`src/rtl/pipe_hazard_ctrl.sv`:
```
// pipe_hazard_ctrl: stall/flush mask generator for an in-order pipeline of STAGES stages.
// Builds a combinational stall mask and a flush mask that can be held for several cycles.
// Also keeps a saturating count of stalled cycles.
// Optional stall watchdog: define STALL_WDT_EN. It inserts one release cycle after
// WDT_LIMIT consecutive stalled cycles.
//
// state    | meaning
// ---------+------------------------------------------------------------
// ST_IDLE  | no stall last cycle, no held flush
// ST_STALL | stall was nonzero last cycle
// ST_FLUSH | held flush mask active (hold count > 0); wins over ST_STALL
module pipe_hazard_ctrl #(
   parameter int STAGES       = 6,
   parameter int FLUSH_CYCLES = 1,
   parameter int CNT_W        = 16,
   parameter int WDT_LIMIT    = 1024
) (
   input  logic              clk,
   input  logic              rst,
   input  logic [STAGES-1:0] stall_req,
   input  logic [STAGES-1:0] flush_req,
   input  logic              stop_stall,
   output logic [STAGES-1:0] stall,
   output logic [STAGES-1:0] flush,
   output logic [CNT_W-1:0]  stall_cnt,
   output logic              wdt_timeout
);

   localparam int HCW = (FLUSH_CYCLES > 1) ? $clog2(FLUSH_CYCLES) : 1;

   typedef enum logic [1:0] {ST_IDLE, ST_STALL, ST_FLUSH} state_t;

   state_t            state_q, state_d;
   logic [HCW-1:0]    hold_cnt_q, hold_cnt_d;
   logic [STAGES-1:0] held_q, held_d;
   logic [CNT_W-1:0]  stall_cnt_q, stall_cnt_d;
   logic [STAGES-1:0] stall_mask;
   logic [STAGES-1:0] new_mask;
   logic              wdt_release;

   // Thermometer masks: stall holds every stage at or below the oldest requester,
   // flush squashes every stage strictly younger than the oldest redirecting stage.
   always_comb begin
      stall_mask = '0;
      new_mask   = '0;
      for (int k = 0; k < STAGES; k++) begin
         stall_mask[k] = |(stall_req >> k);
         new_mask[k]   = |(flush_req >> (k + 1));
      end
   end

   assign stall = (rst || stop_stall || wdt_release) ? '0 : stall_mask;
   assign flush = rst ? '0 : (new_mask | ((state_q == ST_FLUSH) ? held_q : '0));
   assign stall_cnt = stall_cnt_q;

   // Next-state for flush hold, FSM and the saturating stall counter.
   always_comb begin
      hold_cnt_d  = hold_cnt_q;
      held_d      = held_q;
      stall_cnt_d = stall_cnt_q;
      if (|new_mask) begin
         // A single-cycle flush needs no hold, so the registers stay at zero.
         held_d     = (FLUSH_CYCLES > 1) ? (held_q | new_mask) : '0;
         hold_cnt_d = HCW'(FLUSH_CYCLES - 1);
      end else if ((hold_cnt_q != '0) && (stall == '0)) begin
         hold_cnt_d = hold_cnt_q - HCW'(1);
         if (hold_cnt_q == HCW'(1)) begin
            held_d = '0;
         end
      end
      if (hold_cnt_d != '0) begin
         state_d = ST_FLUSH;
      end else if (stall != '0) begin
         state_d = ST_STALL;
      end else begin
         state_d = ST_IDLE;
      end
      if (stall[0] && (stall_cnt_q != '1)) begin
         stall_cnt_d = stall_cnt_q + CNT_W'(1);
      end
   end

   // State, flush hold and statistics registers.
   always_ff @(posedge clk or posedge rst) begin
      if (rst) begin
         state_q     <= ST_IDLE;
         hold_cnt_q  <= '0;
         held_q      <= '0;
         stall_cnt_q <= '0;
      end else begin
         state_q     <= state_d;
         hold_cnt_q  <= hold_cnt_d;
         held_q      <= held_d;
         stall_cnt_q <= stall_cnt_d;
      end
   end

`ifdef STALL_WDT_EN
   localparam int WW = (WDT_LIMIT > 2) ? $clog2(WDT_LIMIT) : 1;

   logic [WW-1:0] wdt_cnt_q, wdt_cnt_d;
   logic          wdt_rel_q, wdt_rel_d;

   // Count consecutive stalled cycles; the edge after the last allowed one opens a release cycle.
   always_comb begin
      wdt_rel_d = stall[0] && (wdt_cnt_q == WW'(WDT_LIMIT - 1));
      wdt_cnt_d = (stall[0] && !wdt_rel_d) ? (wdt_cnt_q + WW'(1)) : '0;
   end

   // Watchdog registers.
   always_ff @(posedge clk or posedge rst) begin
      if (rst) begin
         wdt_cnt_q <= '0;
         wdt_rel_q <= 1'b0;
      end else begin
         wdt_cnt_q <= wdt_cnt_d;
         wdt_rel_q <= wdt_rel_d;
      end
   end

   assign wdt_release = wdt_rel_q;
   assign wdt_timeout = wdt_rel_q;
`else
   assign wdt_release = 1'b0;
   assign wdt_timeout = 1'b0;
`endif

endmodule

```
`config.mk`:
```
export PLATFORM = sky130hd
export DESIGN_NAME = pipe_hazard_ctrl
export DESIGN_NICKNAME = d
export VERILOG_FILES = /design/src/rtl/pipe_hazard_ctrl.sv
export SDC_FILE = /design/constraint.sdc
export NUM_CORES = 1
export LEC_CHECK = 0
export BUFFER_PORTS_ARGS = -buffer_cell sky130_fd_sc_hd__buf_4
export CAP_MARGIN = 30
export CORE_MARGIN = 1.5
export CORE_UTILIZATION = 45
export DETAILED_ROUTE_END_ITERATION = 8
export MAX_ROUTING_LAYER = met4
export PLACE_DENSITY = 0.77
export RECOVER_POWER = 100
export SYNTH_ARGS = -nofsm -noshare
export SYNTH_HDL_FRONTEND = slang
export SYNTH_SLANG_ARGS = --single-unit
```
`constraint.sdc`:
```
create_clock -name clk -period 2.2 [get_ports clk]
set_clock_uncertainty 0.15 [all_clocks]
set_input_delay 0.44 -clock clk [delete_from_list [all_inputs] [get_ports clk]]
set_output_delay 0.44 -clock clk [all_outputs]
set_load 0.05 [all_outputs]
```
### Yosys cells after proc, flatten, opt, wreduce, memory -nomap -nowiden

Index checks and enable logic that the tools add are counted.

| storage, ports and cells | value |
|---|---|
| input port bits | 15 |
| output and inout bits | 29 |
| flip-flop bits (word level) | 25 |
| logic and storage cells | 36 |

| cells by class | value |
|---|---|
| muxes and demuxes | 10 |
| $add $sub $neg | 2 |
| equality and inequality tests | 2 |
| reductions and logical operators | 17 |
| bitwise logic cells | 1 |

Operator list:

| operator | number |
|---|---|
| $mux W6 | 6 |
| $add A16 B1 Y16 const B | 1 |
| $ne A16 B16 Y1 const B | 1 |
| $reduce_or A5 Y1 | 2 |
| $reduce_or A4 Y1 | 2 |
| $logic_not A6 Y1 | 1 |
| $or A5 B6 Y6 | 1 |
| $reduce_bool A6 Y1 | 1 |
| $reduce_or A3 Y1 | 2 |
| $reduce_or A6 Y1 | 1 |
| $reduce_bool A2 Y1 | 2 |
| $reduce_or A2 Y1 | 2 |
| $mux W1 | 3 |
| $eq A2 B2 Y1 const B | 1 |
| $logic_and A1 B1 Y1 | 2 |
| $mux W2 | 1 |
| $reduce_and A2 Y1 | 1 |
| $logic_or A1 B1 Y1 | 1 |
| $sub A1 B1 Y1 const B | 1 |

### Logic depth before layout (Yosys ltp)

| logic depth | value |
|---|---|
| word-level depth | 7 |
| mapped depth | 6 |
| mapped depth without buffers | 5 |

### Worst setup path after synthesis

OpenSTA, ideal clock, no wires.

| path | value |
|---|---|
| path kind | input to output |
| start | input port rst |
| end | output port stall[1] |
| arrival time | 2.018 ns |
| required time | 1.610 ns |
| cell stages on the path | 2 |
| buffers on the path | 0 |
| setup slack | -0.408 ns |
| path through | nor3_1 > a21o_1 |

| between the ends | value |
|---|---|
| word-level cells in the longest chain between the ends | 2 |

Ends and longest elaborated chain:

| item | RTL line | source |
|---|---|---|
| start, declared | 19 | `input logic rst,` |
| $logic_or A1 B1 Y1 | 52 | `assign stall = (rst \|\| stop_stall \|\| wdt_release) ? '0 : stall_mask;` |
| $mux W6 | 52 |  |
| end, declared | 23 | `output logic [STAGES-1:0] stall,` |

No other way between the ends.

### Worst setup path in the final report

| path | value |
|---|---|
| start | input port stall_req[5] |
| end | output port stall[1] |

| between the ends | value |
|---|---|
| word-level cells in the longest chain between the ends | 2 |

Ends and longest elaborated chain:

| item | RTL line | source |
|---|---|---|
| start, declared | 20 | `input logic [STAGES-1:0] stall_req,` |
| $reduce_or A5 Y1 | 47 | `stall_mask[k] = \|(stall_req >> k);` |
| $mux W6 | 52 |  |

No other way between the ends.

==> results.tsv <==
stage	metric	value	unit
outcome	status	finished, final reports clean	
route	Avg Vias per Cell	5.349	
floorplanning	initial core utilization	48.61	%
placement	IO Port Bufs	40	
critical_path	Crit path buffers/inverters	3	
clock_network	clk buf depth	2	
timing	Peak Freq	479.4	MHz
clock_network	Root Driver	clkbuf_4	
route	M1 wire length	940	um
clock_network	Resize count post-CTS	0	
clock_network	H-tree depth	1	
synth	synthesized area	963.4	sq um
timing	Period minus WS final	2.086	ns
synth	Synth area leaders	dfrtp_1 42%, xor2_1 10%, nand4_1 5.2%	
job	Max-cap violations	0	
cells_and_area	number of flip-flops in the largest register	16	
critical_path	critical path arrival	1.50	ns
synth	Unique masters post-synth	31	
global_routing	initial antenna violation count	0	
floorplanning	Top Ports	44	
timing	Setup TNS	0	ns
global_routing	largest net degree at the start of global routing	17	
route	WL/cell	13.06	um
floorplanning	core footprint	1982	sq um
floorplanning	die area	2428	sq um
critical_path	Worst Setup Path Type	in -> out	
pwr	pwr dens	891.7	nW/um^2
cells_and_area	FF+latch area	400.4	sq um
synth	average size of a mapped cell	10.47	sq um
clock_network	cts hold-fix bufs	0	
floorplanning	Row Count	16	
route	Total Wirelength	2168	um
route	Starting DRT DRC Count	17	
worst_hold_path	HP Class	in -> async	
pwr	Pwr Total	1.115	mW
cells_and_area	fraction of layout cells with a size suffix above 1	28.78	%
route	via count	888	
synth	register bit total from synthesis	16	
synth	Gate Count Post-Synth	92	
critical_path	Startpoint Class	input pin	
critical_path	slowest CP cell	nor4_1	
placement	placed cell areas	1323	sq um
route	DR WL met3	185	um
timing	actual slew at the worst max-slew pin	0.8284	ns
cells_and_area	P&R area growth vs syn	29.74	%
synth	YS warnings	0	
synth	top-area cell type share of the netlist area	41.56	%
route	Antenna Nets Post-Route	0	
timing	Final Max Tran Viols	0	
route	DRC errors left	0	
placement	Placed Cells	162	
critical_path	Worst EP required	1.61	ns
placement	GPL Wtd Cong	0.7774	
timing	Setup violations, final	0	
critical_path	max incr delay on CP	0.39	ns
pwr	leakage	0.5744	nW
clock_network	Skew-Pair Late Insertion Delay	0.30	ns
global_routing	first-pass GRT wire length	3401	um
cells_and_area	most common cell after layout, fill and taps aside	clkbuf_1	
timing	Hold Slack	0.3055	ns
route	DRT Pass-1 Iters	4	
clock_network	CTS tree	done	
cells_and_area	design area	1250	sq um
route	met2 wire length	991	um
timing	RSZ-0062 raised after global routing	false	
pwr	worst vdd ir	0.7359	mV
cells_and_area	fillers	188	
critical_path	CP dominant cell by count	buf_4	
critical_path	Critical Path, Cell by Cell	clkbuf_2 > nor4_1 > buf_4 > nor3_2 > a21o_1 > buf_4	
cells_and_area	non-filler instance count after layout	166	
timing	Final Cycle Share	94.81	%
timing	Hold Vio Cnt, Final	0	
critical_path	Critical Path End Type	output pin	
floorplanning	die height	49.27	um
timing	slew margin rel.	44.77	%
global_routing	vias in the first global route	786	
cells_and_area	Final nets	156	
placement	hpwl dp	1637	um
route	highest metal used	met4	
clock_network	clock-pin slew on the worst setup and hold paths	0.10	ns
clock_network	Post-CTS Setup Bufs	0	
critical_path	Top Family by Delay on Critical Path	buffers and inverters	
synth	post-synth top area cell	dfrtp_1	
cells_and_area	most frequent cells in the layout	19 x clkbuf_1, 17 x buf_4, 16 x dfrtp_1, 11 x xor2_1, 9 x clkbuf_2	
synth	register area share after synthesis	41.56	%
floorplanning	Die Width	49.27	um
critical_path	highest fanout seen on the critical path	4	
clock_network	CTS Buf Count	3	
clock_network	clk sink count	16	
global_routing	grt ovf	0	
cells_and_area	Multi-input gate area	515.5	sq um
cells_and_area	ant diodes	0	
global_routing	all-layer global routing usage	18.98	%
## routing by layer
layer / global-route usage (%) / vias up
met5: - / -
met4: 8.571 / 0
met3: 5.215 / 7
met2: 30.41 / 45
met1: 22.11 / 413
li1: - / 423
## cells in the mapped netlist
cell / number
o31ai_1: 1
o31a_1: 1
conb_1: 1
mux2_2: 2
nor4_1: 1
nand2b_1: 1
and4_1: 3
nor2_1: 7
nor4b_2: 1
ha_1: 1
buf_6: 1
nor4_2: 3
xnor2_1: 3
and2_1: 1
nor4b_4: 1
o21ai_0: 1
nand3_1: 5
nor2b_1: 1
nor3_1: 5
xor2_1: 11
nand4_1: 8
o21a_1: 1
nand2_1: 4
nor4_4: 1
a211o_1: 1
nor3b_1: 1
buf_4: 3
inv_1: 3
and3_1: 1
dfrtp_1: 16
a21o_1: 2
## tightest hold or removal path, delay by kind of cell
family   cells  cell delay [ns]
buf+inv      3             0.86
## stage by stage
step	worst slack, ns	utilization, %
after global placement	0.1287	66.73
after detailed placement	0.07283	66.73
after CTS	0.05725	68.56
after floorplan	0.05626	-
after global routing	0.04495	63.07
final	0.1142	63.07
## area by class of cell
class,instances,area share (%)
clock buffers,4,2.903
inverters,3,1.001
flip-flops and latches,16,32.03
repair buffers,46,20.12
multi-input cells,70,41.24
well taps,27,2.703
## cells by family (layout without fill, tap and decap cells)
logic type / after synthesis / in the layout / synth area share (%)
adders and majority gates: 1 / 1 / 1.298
xor gates and xnor gates: 14 / 14 / 12.73
and+or+nand+nor: 44 / 44 / 31.56
DFF: 16 / 16 / 41.56
other: 1 / 2 / 0.3892
muxes: 2 / 2 / 2.337
AOI/OAI and AO/OA: 7 / 7 / 5.455
buffers and inverters: 7 / 53 / 4.675
## power by group
group	leakage, nW	switching [mW]	internal [mW]	total, mW
logic	0.346	0.364	0.111	0.475
registers	0.208	0.0830	0.354	0.437
clock network	0.0210	0.101	0.101	0.202
total	0.574	0.549	0.566	1.11
## path summary, 6_finish.rpt
path	startpoint	endpoint	slack, ns	depth (start not counted)
setup / recovery	stall_req[5]	stall[1]	0.11	6
hold / removal	rst	stall_cnt[13]	0.31	3
setup reg to reg	stall_cnt[0]	stall_cnt[15]	0.15	6
hold reg to reg	stall_cnt[3]	stall_cnt[3]	0.37	1
max in group asynchronous	rst	stall_cnt[6]	1.08	3
min in group clk	stall_cnt[3]	stall_cnt[3]	0.37	1
No activity file was read; power rests on OpenSTA's default activity.
